**src/rtl/dffram_rr_arbiter.sv**
```systemverilog
`default_nettype none
// +----------------------------------------------------------------------------+
// | Module   : dffram_rr_arbiter                                               |
// | Purpose  : Two-port round-robin arbiter with ownership lock in front of a  |
// |            single-port DFFRAM macro; read data is routed to its issuer.    |
// | Revision : 1.0  initial release                                            |
// +----------------------------------------------------------------------------+
module dffram_rr_arbiter #(
  parameter int AW       = 7,
  parameter bit P0_FIRST = 1'b1
) (
  input  logic          HCLK,
  input  logic          HRESETn,

  input  logic          p0_req,
  input  logic          p0_lock,
  input  logic [3:0]    p0_we,
  input  logic [AW-1:0] p0_addr,
  input  logic [31:0]   p0_wdata,
  output logic          p0_gnt,
  output logic          p0_rvalid,
  output logic [31:0]   p0_rdata,

  input  logic          p1_req,
  input  logic          p1_lock,
  input  logic [3:0]    p1_we,
  input  logic [AW-1:0] p1_addr,
  input  logic [31:0]   p1_wdata,
  output logic          p1_gnt,
  output logic          p1_rvalid,
  output logic [31:0]   p1_rdata,

  output logic          ram_en,
  output logic [3:0]    ram_we,
  output logic [AW-1:0] ram_addr,
  output logic [31:0]   ram_wdata,
  input  logic [31:0]   ram_rdata
);

  localparam logic [1:0] c_FREE     = 2'd0;
  localparam logic [1:0] c_OWN0     = 2'd1;
  localparam logic [1:0] c_OWN1     = 2'd2;
  // r_last = 1 means port 1 was granted last, so port 0 wins the next contention.
  localparam logic       c_LAST_RST = P0_FIRST ? 1'b1 : 1'b0;

  logic [1:0]  r_state;
  logic [1:0]  w_state_nxt;
  logic        r_last;
  logic        r_tag_valid;
  logic        r_tag_port;
  logic        w_gnt0;
  logic        w_gnt1;
  logic [3:0]  w_we;
  logic        w_rd_issue;

  always_comb begin
    w_gnt0 = 1'b0;
    w_gnt1 = 1'b0;
    case (r_state)
      c_FREE: begin
        if (p0_req && p1_req) begin
          w_gnt0 = r_last;
          w_gnt1 = ~r_last;
        end else begin
          w_gnt0 = p0_req;
          w_gnt1 = p1_req;
        end
      end
      c_OWN0:  w_gnt0 = p0_req;
      c_OWN1:  w_gnt1 = p1_req;
      default: begin
        w_gnt0 = 1'b0;
        w_gnt1 = 1'b0;
      end
    endcase
  end

  // Lock is only looked at together with a grant; an idle owner keeps the RAM.
  always_comb begin
    w_state_nxt = r_state;
    if (w_gnt0) begin
      w_state_nxt = p0_lock ? c_OWN0 : c_FREE;
    end else if (w_gnt1) begin
      w_state_nxt = p1_lock ? c_OWN1 : c_FREE;
    end else if (r_state != c_OWN0 && r_state != c_OWN1) begin
      w_state_nxt = c_FREE;
    end
  end

  always_comb begin
    w_we = 4'h0;
    if (w_gnt0) begin
      w_we = p0_we;
    end else if (w_gnt1) begin
      w_we = p1_we;
    end
  end

  assign w_rd_issue = (w_gnt0 || w_gnt1) && (w_we == 4'h0);

  always_ff @(posedge HCLK or negedge HRESETn) begin
    if (!HRESETn) begin
      r_state     <= c_FREE;
      r_last      <= c_LAST_RST;
      r_tag_valid <= 1'b0;
      r_tag_port  <= 1'b0;
    end else begin
      r_state     <= w_state_nxt;
      r_tag_valid <= w_rd_issue;
      if (w_gnt0 || w_gnt1) begin
        r_last     <= w_gnt1;
        r_tag_port <= w_gnt1;
      end
    end
  end

  assign p0_gnt    = w_gnt0;
  assign p1_gnt    = w_gnt1;

  assign ram_en    = w_gnt0 | w_gnt1;
  assign ram_we    = w_we;
  assign ram_addr  = w_gnt1 ? p1_addr  : p0_addr;
  assign ram_wdata = w_gnt1 ? p1_wdata : p0_wdata;

  assign p0_rvalid = r_tag_valid & ~r_tag_port;
  assign p1_rvalid = r_tag_valid &  r_tag_port;
  assign p0_rdata  = ram_rdata;
  assign p1_rdata  = ram_rdata;

endmodule
`default_nettype wire

```
**config.mk**
```make
export PLATFORM = sky130hd
export DESIGN_NAME = dffram_rr_arbiter
export DESIGN_NICKNAME = d
export VERILOG_FILES = /design/src/rtl/dffram_rr_arbiter.sv
export SDC_FILE = /design/constraint.sdc
export NUM_CORES = 1
export LEC_CHECK = 0
export BUFFER_PORTS_ARGS = -buffer_cell sky130_fd_sc_hd__buf_2
export CORE_AREA = 2 2 92 94
export CTS_CLUSTER_DIAMETER = 30
export DETAILED_ROUTE_END_ITERATION = 16
export DIE_AREA = 0 0 94 96
export MAX_ROUTING_LAYER = met4
export PLACE_DENSITY = 0.55
export SLEW_MARGIN = 30
export SYNTH_ARGS = -nofsm -noshare
export SYNTH_HDL_FRONTEND = slang
export SYNTH_SLANG_ARGS = --single-unit
```
**constraint.sdc**
```tcl
create_clock -name HCLK -period 1.81 [get_ports HCLK]
set_input_delay 0.0905 -clock HCLK [delete_from_list [all_inputs] [get_ports HCLK]]
set_output_delay 0.0905 -clock HCLK [all_outputs]
set_load 0.01 [all_outputs]
```
### After elaboration in Yosys (flattened, before gate mapping)

Index checks and enable logic that the tools add are counted.

| cells by class | value |
|---|---|
| add/sub/neg operators | 0 |
| multipliers | 0 |
| divide/modulo/power cells | 0 |
| magnitude comparators | 0 |
| eq/ne operators | 4 |
| shift-type cells | 0 |
| mux-type cells | 13 |
| bitwise operators | 5 |
| reductions and logical operators | 7 |

Operators by type and width:

| cell | number |
|---|---|
| 32-bit 2-to-1 mux | 1 |
| 2-bit 2-to-1 mux | 4 |
| 4-bit 2-to-1 mux | 2 |
| 7-bit 2-to-1 mux | 1 |
| 4-bit zero test | 1 |
| 1-bit case mux with 2 select lines | 2 |
| 1-bit logical AND | 3 |
| 1-bit 2-to-1 mux | 3 |
| 3-bit nonzero test | 1 |
| 1-bit bitwise AND | 2 |
| 2-bit by 1-bit equality test with 1-bit output, second input constant | 1 |
| 2-bit equality test, second input constant | 1 |
| 2-bit zero test | 1 |
| 2-bit by 1-bit inequality test with 1-bit output, second input constant | 1 |
| 2-bit inequality test, second input constant | 1 |
| 1-bit inverter | 2 |
| 1-bit logical OR | 1 |
| 1-bit OR | 1 |

| storage, ports and cells | value |
|---|---|
| bits in registers | 5 |
| bits in latches | 0 |
| RAM bits | 0 |
| bits in read-only memories | 0 |
| bits of input ports | 124 |
| output and inout bits | 112 |
| word-level logic and storage cells | 33 |
| memories kept | 0 |

### Depth between registers and ports, before layout

Gate-level depths: netlist of the first run.

| depth | value |
|---|---|
| depth in word-level cells | 7 |
| gate-level depth with buffers | 6 |
| mapped depth without buffers | 5 |

### Least setup slack after synthesis of the first run

OpenSTA, ideal clock, no wires.

| path | value |
|---|---|
| path kind | reg-to-output |
| start point | reg r_state[0] |
| end point | out ram_addr[0] |
| arrival | 1.504 ns |
| required time | 1.719 ns |
| slack | 0.216 ns |
| stages on the path, launching flop included | 7 |
| buffers on the path | 1 |
| path through | dfrtp_1 > inv_1 > ha_1 > a21boi_4 > o21ai_4 > buf_6 > mux2_4 |

| on the way | value |
|---|---|
| longest elaborated chain between the ends | 3 |
| elaborated cells on any way between the ends | 4 |
| those cells by class | eq/ne: 1; mux: 2; reduce/logical: 1 |

Ends and longest elaborated chain:

| element | RTL line | RTL |
|---|---|---|
| from (decl) | 46 | `logic [1:0] r_state;` |
| from (signal assigned) | 103 | `r_state <= c_FREE;` |
| from (signal assigned) | 108 | `r_state <= w_state_nxt;` |
| 2-bit equality test / 2-bit zero test (equally long branches) | 59 | `case (r_state)` |
| 1-bit case mux with 2 select lines (*) | 59 |  |
| 7-bit 2-to-1 mux (*) | 122 | `assign ram_addr = w_gnt1 ? p1_addr : p0_addr;` |
| to (decl) | 35 | `output logic [AW-1:0] ram_addr,` |

Mark *: on every way between the ends. The rest lies on a longest branch, timed or not.

### Worst setup path after layout of the first run

| path | value |
|---|---|
| start point | reg r_state[1] |
| end point | out ram_wdata[29] |

| on the way | value |
|---|---|
| longest elaborated chain between the ends | 3 |
| elaborated cells on any way between the ends | 4 |
| those cells by class | eq/ne: 1; mux: 2; reduce/logical: 1 |

Ends and longest elaborated chain:

| element | RTL line | RTL |
|---|---|---|
| 2-bit equality test / 2-bit zero test (equally long branches) | 59 |  |
| 1-bit case mux with 2 select lines (*) | 59 |  |
| 32-bit 2-to-1 mux (*) | 123 | `assign ram_wdata = w_gnt1 ? p1_wdata : p0_wdata;` |
| to (decl) | 36 | `output logic [31:0] ram_wdata,` |

Marks and branches as above.

==> results of run 1 <==
## cells in the mapped netlist, types with 2 or more instances
cell and count:
nand2_1 4, buf_6 5, o21ai_0 3, o211ai_1 7, buf_4 64, mux2i_1 5, dfrtp_1 4, mux2_4 37
inv_1 7, mux2_2 2, ha_1 3
## repair_timing
item	in CTS	in global routing
setup buffers	2	0
gates resized for setup	48	1
hold endpoints to repair	5	0
hold buffers	1	0
gates cloned	2	1
endpoints found under the setup margin	43	46
## worst max-delay path: stages (launching register included)
cell and delay, ns:
dfrtp_1 0.38, inv_2 0.07, ha_4 0.16, a21boi_4 0.14
o21ai_4 0.16, buf_12 0.15, buf_16 0.14, mux2_4 0.30
buf_2 0.14
## per-layer routing
| metal | GRT usage [%] | up-vias | wire length [microns] |
|---|---|---|---|
| met4 | 1.812 | 0 | 24 |
| met2 | 16.31 | 87 | 2253 |
| met5 | - | - | 0 |
| met3 | 2.036 | 10 | 499 |
| met1 | 9.717 | 629 | 1747 |
| li1 | - | 645 | - |
## power by group
part           switching (mW)  total, mW  internal (mW)  leakage [nW]
logic                   0.619       1.61          0.991          1.22
clock network          0.0516      0.202          0.151        0.0228
registers              0.0331      0.185          0.152        0.0624
## placed cells by master, fill, tap and decap left out, types with 4 or more instances in the layout
| master | count |
|---|---|
| o211ai_1 | 7 |
| inv_1 | 5 |
| buf_4 | 6 |
| dfrtp_1 | 4 |
| nand2_1 | 4 |
| mux2i_1 | 5 |
| buf_2 | 102 |
| buf_6 | 38 |
| mux2_4 | 39 |
## area by class of cell
| class | instances | share of cell area, % |
|---|---|---|
| Timing Repair Buffer | 153 | 48.54 |
| Multi-Input combinational cell | 73 | 37.47 |
| Tap cell | 105 | 5.588 |
| Sequential cell | 5 | 5.375 |
| Clock buffer | 4 | 1.916 |
| Inverter | 7 | 1.118 |
## metrics by stage
| stage | std cells | power, mW | cell area [sq um] | hold WS [ns] |
|---|---|---|---|---|
| after floorplan | 155 | 1.108 | 1545 | -0.2051 |
| after global placement | 337 | 1.385 | 1916 | -0.08667 |
| after detailed placement | 337 | 1.397 | 1916 | -0.08516 |
| after CTS | 346 | 1.989 | 2321 | 0.08091 |
| after global routing | 347 | 2.144 | 2351 | 0.1142 |
| final | 347 | 1.998 | 2351 | 0.08479 |
## registers in the layout, indices dropped and copies added (netlist names)
register,count
r_tag_port,1
r_state,2
r_tag_valid,1
r_last,1
## worst paths after layout
check | end | slack (ns)
worst max register to register | r_state[0] | 0.18
worst max-delay path | ram_wdata[29] | -0.14
worst min-delay path | r_state[0] | 0.08
worst min register to register | r_last | 0.50
max in group asynchronous | r_last | 1.38
min in group asynchronous | r_tag_valid | 0.22
## cell families after synthesis
| logic type | share of synthesized area (%) |
|---|---|
| buf+inv | 36.76 |
| compound gates | 7.935 |
| flops | 8.179 |
| mux | 40.65 |
| simple gates | 4.050 |
| fa+ha+maj | 2.429 |
==> flow_metrics.py, run 1 <==
metrics = {
    "cts": {
        "cts-buffers-inserted": 3,
        "clk_path_buf_depth": 2,
        "clk_pin_slew_ns": 0.03,
        "cts_tree": "built",
        "clock_latency_ns": 0.22,
        "cts_sinks": 5,
        "h-tree-depth": 1,
        "cts_root_buf": "clkbuf_8",
    },
    "critical_path": {
        "crit_fanout": 10,
        "rr_startpoint": "r_state[0]",
        "worstSetupStartpointType": "register",
        "cp-startpoint": "r_state[1]",
        "path_class": "reg2out",
        "reg2reg_depth": 6,
        "cp.arrival_ns": 1.86,
        "crit_required_ns": 1.72,
        "worstSetupEndpointType": "primary output",
    },
    "sta": {
        "slew_headroom_pct": 71.58,
        "maxSlewViolCount": 0,
        "hold_violations": 0,
        "finalClockSkew_ns": 0.001623,
        "period_needed_ns": 1.954,
        "finalSetupTns_ns": -5.300,
        "rsz0062_at_grt": "yes",
        "setup_viol": 44,
        "timing.final.ws_setup_ns": -0.1444,
        "worst_pin_slew_ns": 0.4219,
        "finalCritPeriodShare_pct": 108.0,
        "max_freq_mhz": 511.7,
    },
    "floorplanning": {
        "die_y_microns": 96,
        "die-area_sq_mm": 0.009024,
        "start_util_pct": 19.19,
        "die_w_microns": 94,
        "pin_count": 236,
        "fp-row-count": 33,
        "core_sq_mm": 0.008051,
    },
    "global_routing": {
        "grt_max_degree": 20,
        "grt_usage_pct": 8.823,
        "grt_pass1_vias": 1371,
        "grt_overflow_total": 0,
        "antenna_found_initial": 0,
        "grt_pass1_wl_microns": 6216,
    },
    "finish": {
        "multi_input_area_sq_um": 880.8,
        "regArea_sq_um": 126.4,
        "fin_nets": 370,
        "fin_util_pct": 29.20,
        "drive_gt1_share_pct": 83.47,
        "nFillCells": 840,
        "syn2layout_area_growth_pct": 52.15,
        "antennaDiodeCount": 0,
    },
    "synth": {
        "synth_top_area_share_pct": 35.95,
        "ys_seq_elements": 5,
        "synth-edff-count": 0,
        "syn_nets": 282,
        "yosys_warnings": 0,
        "ys.flop_type": "dfrtp_1",
        "synth_area_sq_mm": 0.001545,
        "seq_area_frac_synth_pct": 8.178,
        "synthDistinctLibCells": 25,
        "syn_inst": 155,
        "avgSynthCellArea_sq_um": 9.969,
        "synth_top_cells_by_area": "mux2_4 (36%), buf_4 (31%), dfrtp_1 (6.5%)",
        "synth_top_area_cell": "mux2_4",
        "async_flop_share_pct": 100.0,
    },
    "route": {
        "ant_nets": 0,
        "drc_errors": 0,
        "viasPerCell": 3.951,
        "wire_per_inst_microns": 13.04,
        "routed_wirelength_microns": 4525,
        "vias": 1371,
        "drt_iter0_drc": 6,
        "dr.pass1.iters": 4,
    },
    "hold_path": {
        "hold_class": "in2reg",
        "whs_path_depth": 2,
        "min_from": "p0_lock",
    },
    "status": {
        "violations": "setup timing",
        "outcome": "complete, but fails checks",
    },
    "run": {
        "maxCapViolCount": 0,
    },
    "placement": {
        "port_buffers": 139,
        "gp_congestion": 0.7572,
        "place_ws_ns": 0.02362,
        "hpwlAfterDp_microns": 3535,
    },
    "power_and_ir_drop": {
        "power_leakage_nw": 1.307,
        "p_per_area_mw_per_mm2": 849.9,
        "vdd_drop_max_mv": 0.3992,
    },
}
No activity file was read; power rests on OpenSTA's default activity.
==> run 2: changes to the inputs <==
--- a/config.mk
+++ b/config.mk
@@ -11,7 +11,8 @@
 export DETAILED_ROUTE_END_ITERATION = 16
 export DIE_AREA = 0 0 94 96
 export MAX_ROUTING_LAYER = met4
-export PLACE_DENSITY = 0.55
+export PLACE_DENSITY = 0.58
+export REMOVE_ABC_BUFFERS = 1
 export SLEW_MARGIN = 30
 export SYNTH_ARGS = -nofsm -noshare
 export SYNTH_HDL_FRONTEND = slang
==> flow_metrics.py, run 2 (same netlist as run 1, synthesis figures left out) <==
metrics = {
    "critical_path": {
        "crit_top_cell": "buf_6",
        "reg2reg_depth": 7,
        "worstSetupEndpointType": "primary output",
        "path_depth": 9,
        "slowest_stage": "dfrtp_1",
        "critPathBufInv": 5,
        "crit_fanout": 5,
        "setup.worst_path.end": "ram_wdata[17]",
        "cp.arrival_ns": 1.92,
        "cp-startpoint": "r_state[0]",
        "cp_cell_sequence": "inv_2, ha_4, a21boi_4, o21ai_4, buf_6, buf_12, buf_16, mux2_4, buf_6",
        "r2r_slack_ns": 0.14,
        "crit_required_ns": 1.72,
        "worstSetupStartpointType": "register",
        "worstReg2RegEnd": "r_tag_valid",
        "max_stage_delay_ns": 0.38,
        "rr_startpoint": "r_state[1]",
        "crit_family": "buffers and inverters",
        "path_class": "reg2out",
    },
    "finish": {
        "fin_area_sq_mm": 0.002491,
        "largest_register_ffs": 2,
        "largest_register": "r_state",
        "layout_common_cells": "buf_2 (100), buf_6 (42), mux2_4 (39), buf_4 (12), o211ai_1 (7)",
        "nFillCells": 817,
        "fin_cells": 357,
        "antennaDiodeCount": 0,
        "layout_commonest_cell": "buf_2",
        "fin_nets": 380,
        "drive_gt1_share_pct": 84.52,
        "syn2layout_area_growth_pct": 61.21,
    },
    "route": {
        "dr.pass1.iters": 4,
        "drc_errors": 0,
        "viasPerCell": 4.314,
        "drt_iter0_drc": 35,
        "routed_wirelength_microns": 7050,
        "vias": 1540,
        "ant_nets": 0,
        "wire_per_inst_microns": 19.75,
    },
    "sta": {
        "max_freq_mhz": 498.0,
        "whs_ns": 0.09702,
        "maxSlewViolCount": 0,
        "rsz0062_at_grt": "yes",
        "period_needed_ns": 2.008,
        "finalClockSkew_ns": 0.0006037,
        "finalCritPeriodShare_pct": 111.0,
        "setup_viol": 39,
        "worst_pin_slew_ns": 0.3022,
        "timing.final.ws_setup_ns": -0.1982,
        "finalSetupTns_ns": -5.104,
        "hold_violations": 0,
        "slew_headroom_pct": 79.72,
    },
    "placement": {
        "place_area_sq_mm": 0.001908,
        "gp_congestion": 0.8348,
        "port_buffers": 139,
        "hpwlAfterDp_microns": 5426,
        "dp_cells": 336,
    },
    "global_routing": {
        "grt_usage_pct": 13.94,
        "grt_pass1_vias": 1404,
        "grt_max_degree": 12,
        "grt.busiest_layer": "met2",
        "met2_usage_pct": 18.87,
        "grt_use_met3_pct": 12.22,
        "antenna_found_initial": 0,
        "grt_pass1_wl_microns": 8707,
        "grt_overflow_total": 0,
        "grt_use_met1_pct": 16.10,
    },
    "status": {
        "outcome": "complete, but fails checks",
        "violations": "setup timing",
    },
    "cts": {
        "cts_sinks": 5,
        "clk_path_buf_depth": 2,
        "cts_root_buf": "clkbuf_8",
        "clk_pin_slew_ns": 0.03,
        "cts-buffers-inserted": 3,
        "cts_tree": "built",
        "clock_latency_ns": 0.22,
        "h-tree-depth": 1,
    },
    "power_and_ir_drop": {
        "power_leakage_nw": 1.375,
        "vdd_drop_max_mv": 0.2172,
        "p_total_mw": 2.187,
        "p_per_area_mw_per_mm2": 877.8,
    },
    "floorplanning": {
        "die-area_sq_mm": 0.009024,
        "die_w_microns": 94,
        "core_sq_mm": 0.008051,
        "fp-row-count": 33,
        "pin_count": 236,
        "start_util_pct": 19.19,
        "die_y_microns": 96,
    },
    "run": {
        "maxCapViolCount": 0,
    },
    "hold_path": {
        "hold_class": "in2reg",
    },
}
==> run 2: how the worst min path moves through the flow <==
| stage | slack, ns | to | from | cells past startpoint |
|---|---|---|---|---|
| final | 0.1 | r_state[0] | p0_lock | 2 |
| after global routing | 0.09 | r_state[0] | p0_lock | 2 |
| after floorplan | -0.21 | r_state[0] | HRESETn | 0 |
| after CTS | 0.09 | r_state[0] | p0_lock | 2 |
| after global placement | -0.09 | r_state[0] | HRESETn | 1 |
| after detailed placement | -0.08 | r_state[0] | HRESETn | 1 |
==> run 2: layout make-up <==
class	count	area (sq um)	share of cell area [%]
Multi-Input combinational cell	73	893.4	35.86
Tap cell	105	131.4	5.274
Sequential cell	5	126.4	5.073
Inverter	7	26.28	1.055
Timing Repair Buffer	163	1269	50.93
Clock buffer	4	45.04	1.808
==> run 2: power breakdown <==
part	internal [mW]	switching (mW)	total [mW]
Sequential	0.152	0.0350	0.187
Combinational	1.12	0.677	1.80
Clock	0.151	0.0521	0.203
==> run 2: stage by stage <==
step           setup slack, ns  util, %
2_1_floorplan          -0.5600        -
3_3_place_gp           0.07038    23.70
3_5_place_dp           0.03974    23.70
6_report               -0.1982    30.94
5_1_grt                -0.2633    30.94
4_1_cts                -0.1879    31.00
==> run 2: worst reg2reg max path, stage by stage (launching register included) <==
cell and delay (ns):
dfrtp_1 0.39, inv_2 0.09, buf_4 0.10, ha_1 0.17
o21ai_1 0.14, nor2_4 0.22, buf_4 0.19, mux2i_1 0.27
==> run 2: routing by layer <==
metal | up-vias | share of wire (%) | routed length, microns
met5 | - | 0 | 0
met4 | 0 | 0.20 | 14
met3 | 2 | 18 | 1284
met2 | 170 | 43 | 3021
met1 | 708 | 39 | 2730
li1 | 660 | - | -
==> run 2: timing repair <==
item / CTS / global route
setup buffers: 11 / 1
gates cloned: 5 / 1
resized for setup: 59 / 1
endpoints found under the setup margin: 43 / 46
hold buffers: 1 / 0
pin swaps: 3 / 4
hold endpoints to repair: 5 / 0
